**config.mk**
```make
export PLATFORM = sky130hd
export DESIGN_NAME = fetch_decode
export DESIGN_NICKNAME = d
export VERILOG_FILES = /design/src/rtl/fd_pkg.sv /design/src/rtl/regfile4x8.sv /design/src/rtl/fetch_decode.sv
export SDC_FILE = /design/constraint.sdc
export NUM_CORES = 1
export LEC_CHECK = 0
export ABC_CLOCK_PERIOD_IN_PS = 3010
export BUFFER_PORTS_ARGS = -buffer_cell sky130_fd_sc_hd__buf_2
export CAP_MARGIN = 10
export CORE_ASPECT_RATIO = 1.75
export CORE_UTILIZATION = 30
export DETAILED_ROUTE_END_ITERATION = 16
export PLACE_DENSITY = 0.57
export SLEW_MARGIN = 20
export SYNTH_ARGS = -nofsm -noshare
export SYNTH_HDL_FRONTEND = slang
export SYNTH_SLANG_ARGS = --single-unit
```
**constraint.sdc**
```tcl
create_clock -name CLK -period 3.01 [get_ports CLK]
set_clock_uncertainty 0.2 [all_clocks]
set_input_delay 0.1505 -clock CLK [delete_from_list [all_inputs] [get_ports CLK]]
set_output_delay 0.1505 -clock CLK [all_outputs]
set_load 0.1 [all_outputs]
```
**src/rtl/fd_pkg.sv**
```systemverilog
// Shared definitions for the fetch/decode sequencer: opcodes, FSM states,
// instruction field positions and the HALT encoding.
package fd_pkg;

  localparam logic [2:0] OP_NOP = 3'd0;
  localparam logic [2:0] OP_ADD = 3'd1;
  localparam logic [2:0] OP_SUB = 3'd2;
  localparam logic [2:0] OP_AND = 3'd3;
  localparam logic [2:0] OP_NOT = 3'd4;
  localparam logic [2:0] OP_OR  = 3'd5;
  localparam logic [2:0] OP_EQ  = 3'd6;
  localparam logic [2:0] OP_BR  = 3'd7;

  typedef enum logic [1:0] {FETCH, EXEC, WB, HALT} state_t;

  localparam int OP_HI    = 15;
  localparam int OP_LO    = 13;
  localparam int RD_HI    = 12;
  localparam int RD_LO    = 11;
  localparam int RS_HI    = 10;
  localparam int RS_LO    = 9;
  localparam int RT_HI    = 8;
  localparam int RT_LO    = 7;
  localparam int BA_HI    = 5;
  localparam int BA_LO    = 0;
  localparam int HALT_BIT = 12;

  localparam logic [15:0] INSTR_HALT = 16'h1000;

  // HALT shares op 0 with NOP; bit 12 tells them apart
  function automatic logic is_halt(input logic [15:0] ir);
    return (ir[OP_HI:OP_LO] == OP_NOP) && ir[HALT_BIT];
  endfunction

  function automatic logic writes_rd(input logic [2:0] op);
    return (op >= OP_ADD) && (op <= OP_OR);
  endfunction

endpackage

```
**src/rtl/regfile4x8.sv**
```systemverilog
// 4 x 8-bit register file: two asynchronous read ports, one synchronous
// write port, asynchronous active-low clear.
module regfile4x8
  import fd_pkg::*;
(
  input  logic       clk,
  input  logic       rst_n,
  input  logic       we,
  input  logic [1:0] waddr,
  input  logic [7:0] wdata,
  input  logic [1:0] raddr_a,
  input  logic [1:0] raddr_b,
  output logic [7:0] rdata_a,
  output logic [7:0] rdata_b
);

  logic [7:0] regs [4];

  always_ff @(posedge clk or negedge rst_n) begin
    if (!rst_n) begin
      for (int i = 0; i < 4; i++) regs[i] <= '0;
    end else if (we) begin
      regs[waddr] <= wdata;
    end
  end

  assign rdata_a = regs[raddr_a];
  assign rdata_b = regs[raddr_b];

endmodule

```
**src/rtl/fetch_decode.sv**
```systemverilog
// Non-pipelined sequencer in front of the 8-bit ALU: FETCH -> EXEC -> WB,
// one instruction in flight, terminal HALT state.
module fetch_decode
  import fd_pkg::*;
(
  input  logic        CLK,
  input  logic        RST_N,
  output logic        imem_req,
  output logic [5:0]  imem_addr,
  input  logic        imem_valid,
  input  logic [15:0] imem_rdata,
  output logic [7:0]  alu_a,
  output logic [7:0]  alu_b,
  output logic [2:0]  alu_op,
  output logic [5:0]  alu_baddr,
  input  logic [7:0]  alu_result,
  input  logic        alu_co,
  input  logic        alu_eq,
  input  logic        alu_branch,
  output logic [5:0]  pc,
  output logic        carry,
  output logic        halted
);

  state_t      state;
  logic [15:0] ir;
  logic [2:0]  ir_op;
  logic [7:0]  rd_a;
  logic [7:0]  rd_b;
  logic        rf_we;
  logic        unused_sig;

  assign ir_op     = ir[OP_HI:OP_LO];
  assign imem_req  = (state == FETCH);
  assign imem_addr = pc;
  assign rf_we     = (state == WB) && writes_rd(ir_op);

  // The EQ flag lives in the ALU; branch decisions use alu_branch only
  assign unused_sig = ^{alu_eq, ir[RS_HI:RT_LO], ir[6]};

  // Operands are read straight from the incoming word so they are registered
  // onto the ALU inputs at the same edge that loads IR
  regfile4x8 u_rf (
    .clk     (CLK),
    .rst_n   (RST_N),
    .we      (rf_we),
    .waddr   (ir[RD_HI:RD_LO]),
    .wdata   (alu_result),
    .raddr_a (imem_rdata[RS_HI:RS_LO]),
    .raddr_b (imem_rdata[RT_HI:RT_LO]),
    .rdata_a (rd_a),
    .rdata_b (rd_b)
  );

  always_ff @(posedge CLK or negedge RST_N) begin
    if (!RST_N) begin
      state     <= FETCH;
      pc        <= '0;
      ir        <= '0;
      alu_a     <= '0;
      alu_b     <= '0;
      alu_op    <= OP_NOP;
      alu_baddr <= '0;
      carry     <= 1'b0;
      halted    <= 1'b0;
    end else begin
      case (state)
        FETCH: begin
          if (imem_valid) begin
            ir        <= imem_rdata;
            alu_a     <= rd_a;
            alu_b     <= rd_b;
            alu_op    <= imem_rdata[OP_HI:OP_LO];
            alu_baddr <= imem_rdata[BA_HI:BA_LO];
            state     <= EXEC;
          end
        end
        EXEC: state <= WB;
        WB: begin
          alu_op <= OP_NOP;
          if (is_halt(ir)) begin
            halted <= 1'b1;
            state  <= HALT;
          end else begin
            if (ir_op == OP_ADD || ir_op == OP_SUB) carry <= alu_co;
            pc    <= (ir_op == OP_BR && alu_branch) ? ir[BA_HI:BA_LO] : pc + 6'd1;
            state <= FETCH;
          end
        end
        HALT: state <= HALT;
        default: state <= FETCH;
      endcase
    end
  end

endmodule

```
# Word-level counts from Yosys, hierarchy flattened
# Cells that the tools add are included.
# word_totals
register_bits	83
latch_bits	0
mem_bits_rw	0
rom_bits	0
input_bits	30
output_inout_bits	40
mem_count	0
# op_classes
addsub	1
multipliers	0
n_div	0
n_lt_le_gt_ge	6
eq_ne	7
n_shift	0
muxes	15
n_bitwise	4
n_reduce_logical	14
# op_table
operator	count
8-bit two-way mux	5
8-bit binary-select mux with 2-bit select	2
32-bit bitwise mux	1
8-bit demux with 2-bit select	1
3-bit >= comparator, second input constant	3
2-bit inverter with 3-bit output	3
2-bit case mux with 4 select lines	1
2-bit AND reduction	4
6-bit by 1-bit adder with 6-bit output, second input constant	1
6-bit two-way mux	1
3-bit case mux with 2 select lines	1
1-bit logical AND	5
2-bit equality test, second input constant	2
2-bit two-way mux	2
3-bit by 1-bit equality test with 1-bit output, second input constant	1
3-bit by 2-bit equality test with 1-bit output, second input constant	1
3-bit equality test, second input constant	1
3-bit by 1-bit >= comparator with 1-bit output, second input constant	1
3-bit less-or-equal comparator, second input constant	1
3-bit zero test	1
3-bit by 1-bit < comparator with 1-bit output, second input constant	1
3-bit two-way mux	1
3-bit AND reduction	1
2-bit by 1-bit equality test with 1-bit output, second input constant	1
other kinds (5)	5

# Longest topological paths before layout
# depth
ltp_word	6
depth_mapped	6
mapped_depth_nobuf	5

# Cells and area by module
# A second synthesis with hierarchy kept.
# unflattened
hier_cells	232
hier_area_um2	3489.6
# by_module_without_submodules
mod	n_inst	cells_each	area_per_inst_um2	seq_area_each_um2
fetch_decode	1	144	1899.3	1001.0
regfile4x8	1	88	1590.3	800.8

# Worst setup path before layout
# Ideal clock, no wire load.
# synth_timing
path_kind	flip-flop to output port
startpoint	reg state[1]
endpoint	out imem_req
t_arrival_ns	1.695
required_time_ns	2.659
path_slack_ns	0.964
path_stages_with_launch	2
path_buffers	0
cell_sequence	dfrtp_1 > nor2_1
# synth_between
elab_chain_cells	1
# synth_rtl
item	line	source
start: declaration	fetch_decode.sv:25	state_t state;
start signal: assignment	fetch_decode.sv:57	state <= FETCH;
start signal: assignment	fetch_decode.sv:75	state <= EXEC;
start signal: assignment	fetch_decode.sv:78	EXEC: state <= WB;
2-bit zero test	fetch_decode.sv:34	assign imem_req = (state == FETCH);
end: declaration	fetch_decode.sv:8	output logic imem_req,
# Every way passes these cells.

# Worst setup path in the final report
# layout_timing
startpoint	reg state[0]
endpoint	reg u_rf.regs[24] (netlist bit)
# layout_between
elab_chain_cells	2
# layout_rtl
item	line	source
2-bit equality test	fetch_decode.sv:36	assign rf_we = (state == WB) && writes_rd(ir_op);
1-bit logical AND	fetch_decode.sv:36	
end signal: indexed assignment	regfile4x8.sv:23	regs[waddr] <= wdata;
end: declaration	regfile4x8.sv:17	logic [7:0] regs [4];
# Every way passes these cells.
# A chain may end at the register's enable or synchronous reset.

==> run metrics <==
CP endpoint kind register; CTS buffer count 9; count leader, synth dfrtp_1; leading post-synthesis cells by cell area dfrtp_1 (53%), mux2_2 (20%), mux4_2 (11%); Routed Antenna Nets 0; Clk pin slew, worst setup/hold paths 0.06 ns; # DRC 0; CTS tree built; setup violation total in the final timing report 0; Routability Congestion 0.702; WL per Instance 16.2 µm; quantity of gates resized following cts 0; Worst Setup Start Kind register; flops & latches, synth 72; H-tree Lvls 3; Hold WC Path Type input pin to asynchronous set/reset pin; Post-Synth Adder-Cell Area 0.00371; clk buf depth 2; Detailed Routing Iterations Pass 1 3; Starting Density 0.312; TNS Setup 0 ns; Avg Inst Size Synth 14.3 µm²; starting DRC count in detailed routing 86; Post-CTS Hold Buffers 22; Area growth, synth to finish 27.3%; Synth Instances 236; Synth Flop Type dfrtp_1; first-pass GRT wire length 11800 µm; Worst-Margin Slew 0.726 ns; post-synth top area share 0.534; Netlist cell types 34; initial antenna violation count 0; ys async rst share 1.00; CP startpoint state[0]; fin nets 348; synth warn 0; register area share after synthesis 0.534; post-synthesis xor/xnor area fraction 0.00260; Die Y 142 µm; Worst R2R Start state[0]; WP data required 3.02 ns; GRT Total Usage 0.139; Clock Root Buffer clkbuf_16; Post-CTS Setup Bufs 0; largest family of logic cells by synthesized area multiplexers; Core Box Area 0.0108 mm²; post-synth top area cell dfrtp_1; Max-slew headroom 0.516; row count 50; flop-to-flop setup slack 0.89 ns; layout cell share with drive strength beyond 1 0.514; IO Port Bufs 67; Final Slew Violations 0; Cell Area, Synth 0.00337 mm²; fin crit share 0.706; run status finished, final reports clean; reg-to-reg endpoint u_rf.regs[24]; Post-synth top cells dfrtp_1 (72), mux2_2 (59), mux4_2 (16); RSZ-0062 raised after global routing no; via count 2208; I/O pin cnt 70; Routed WL 7300 µm; vias in the first global route 2310; Max Cap Violations 0; r2r worst-path depth 4; WS Path Type register to register; Crit Path Max Fanout 8; latest clock arrival within the worst-skew pair 0.33 ns; DP HPWL 5070 µm; die width 82.2 µm; Fin. Hold Viols 0; Post-Syn Nets 267; fin crit period 2.12 ns; simple-gate area share of the yosys netlist 0.0686; mux cell area share after synthesis 0.307; maximum clock rate 471 MHz; clock sinks 72; Die Area 0.0117 mm²; Post-synth EDFFs 0; Worst Path Arrival 2.14 ns; Via density 4.90; largest net degree at the start of global routing 32; n_diodes 0; GRT overflow 0; Compound-Gate Fraction of Synth Area 0.0404
-- area by class of cell --
class | instances | area, µm²
Clock inverter | 3 | 65.1
Clock buffer | 12 | 256
Fill cell | 1028 | 6530
Sequential cell | 72 | 1800
Tap cell | 130 | 163
Timing Repair Buffer | 92 | 578
Inverter | 1 | 3.75
Multi-Input combinational cell | 141 | 1430
-- flip-flops by register name, summed over array words and instances (netlist names), 2 cells and up --
name	count
alu_op	3
alu_baddr	5
alu_b	8
alu_a	8
ir	6
u_rf.regs	32
imem_addr	6
state	2
-- cell usage in the layout (no fill, tap or decap) --
cell type,netlist,routed
or2b_2,1,1
o22ai_1,2,2
and3_4,1,1
mux2_2,59,59
nor3b_4,1,1
nand3b_2,1,1
xnor2_1,1,1
nand3_2,1,1
inv_1,1,1
and3_1,1,1
clkbuf_8,0,2
bufinv_16,0,2
nor2b_2,0,1
ha_1,1,1
dfrtp_1,72,72
and2b_1,2,2
or3_1,1,1
buf_2,5,67
nand3_1,5,5
clkbuf_1,1,1
and3b_1,1,1
dlygate4sd3_1,0,22
nor4b_1,1,1
a21o_1,2,2
nor2b_1,5,4
mux4_2,16,16
a21oi_1,10,10
mux2i_1,1,1
clkinv_2,0,1
nand2_1,10,10
nor2_1,4,4
buf_4,13,3
o21ai_0,10,10
clkbuf_16,0,9
nand4_1,1,1
a2bb2oi_1,1,1
nand2b_1,1,1
nor3_1,1,1
-- worst max-delay path by stage --
stage	end	slack (ns)	cells after the start
final	u_rf.regs[24]	0.89	4
after global routing	u_rf.regs[29]	0.81	4
after CTS	u_rf.regs[24]	0.87	4
after detailed placement	u_rf.regs[25]	0.87	4
after global placement	u_rf.regs[30]	0.88	4
after floorplan	imem_req	0.96	1
-- through the flow --
stage                     utilization  cell area, µm²  setup WS (ns)  hold WS (ns)  std cells
after floorplan                     -            3370          0.964        -0.345        236
after global placement          0.347            3750          0.879        0.0476        414
after detailed placement        0.347            3750          0.868        0.0565        414
after CTS                       0.397            4290          0.865         0.205        451
after global routing            0.397            4290          0.813         0.227        451
final                           0.397            4290          0.885         0.206        451
-- worst max-delay path, stage by stage (launching register included) --
cell and delay [ns]:
dfrtp_1 0.45, and2b_1 0.27, and3_4 0.23, nor3b_4 0.47, mux2_2 0.39
-- cells by family after synthesis --
kind of cell,after synthesis
multiplexers,76
adder cells (fa/ha/maj),1
buffers and inverters,23
flip-flops,72
AND/OR/NAND/NOR,38
AO/OA/AOI/OAI,25
XOR/XNOR,1
-- per-layer routing --
metal  vias to the layer above  track usage  routed length (µm)
met5                         -            0                   0
met1                      1123        0.145                2870
met4                         0       0.0637                 151
met3                        11       0.0346                 275
li1                       1019            -                   -
met2                        55        0.252                4000
Power is not shown: default switching activity piles up to over one toggle a cycle in this logic, so the estimate is an artifact.
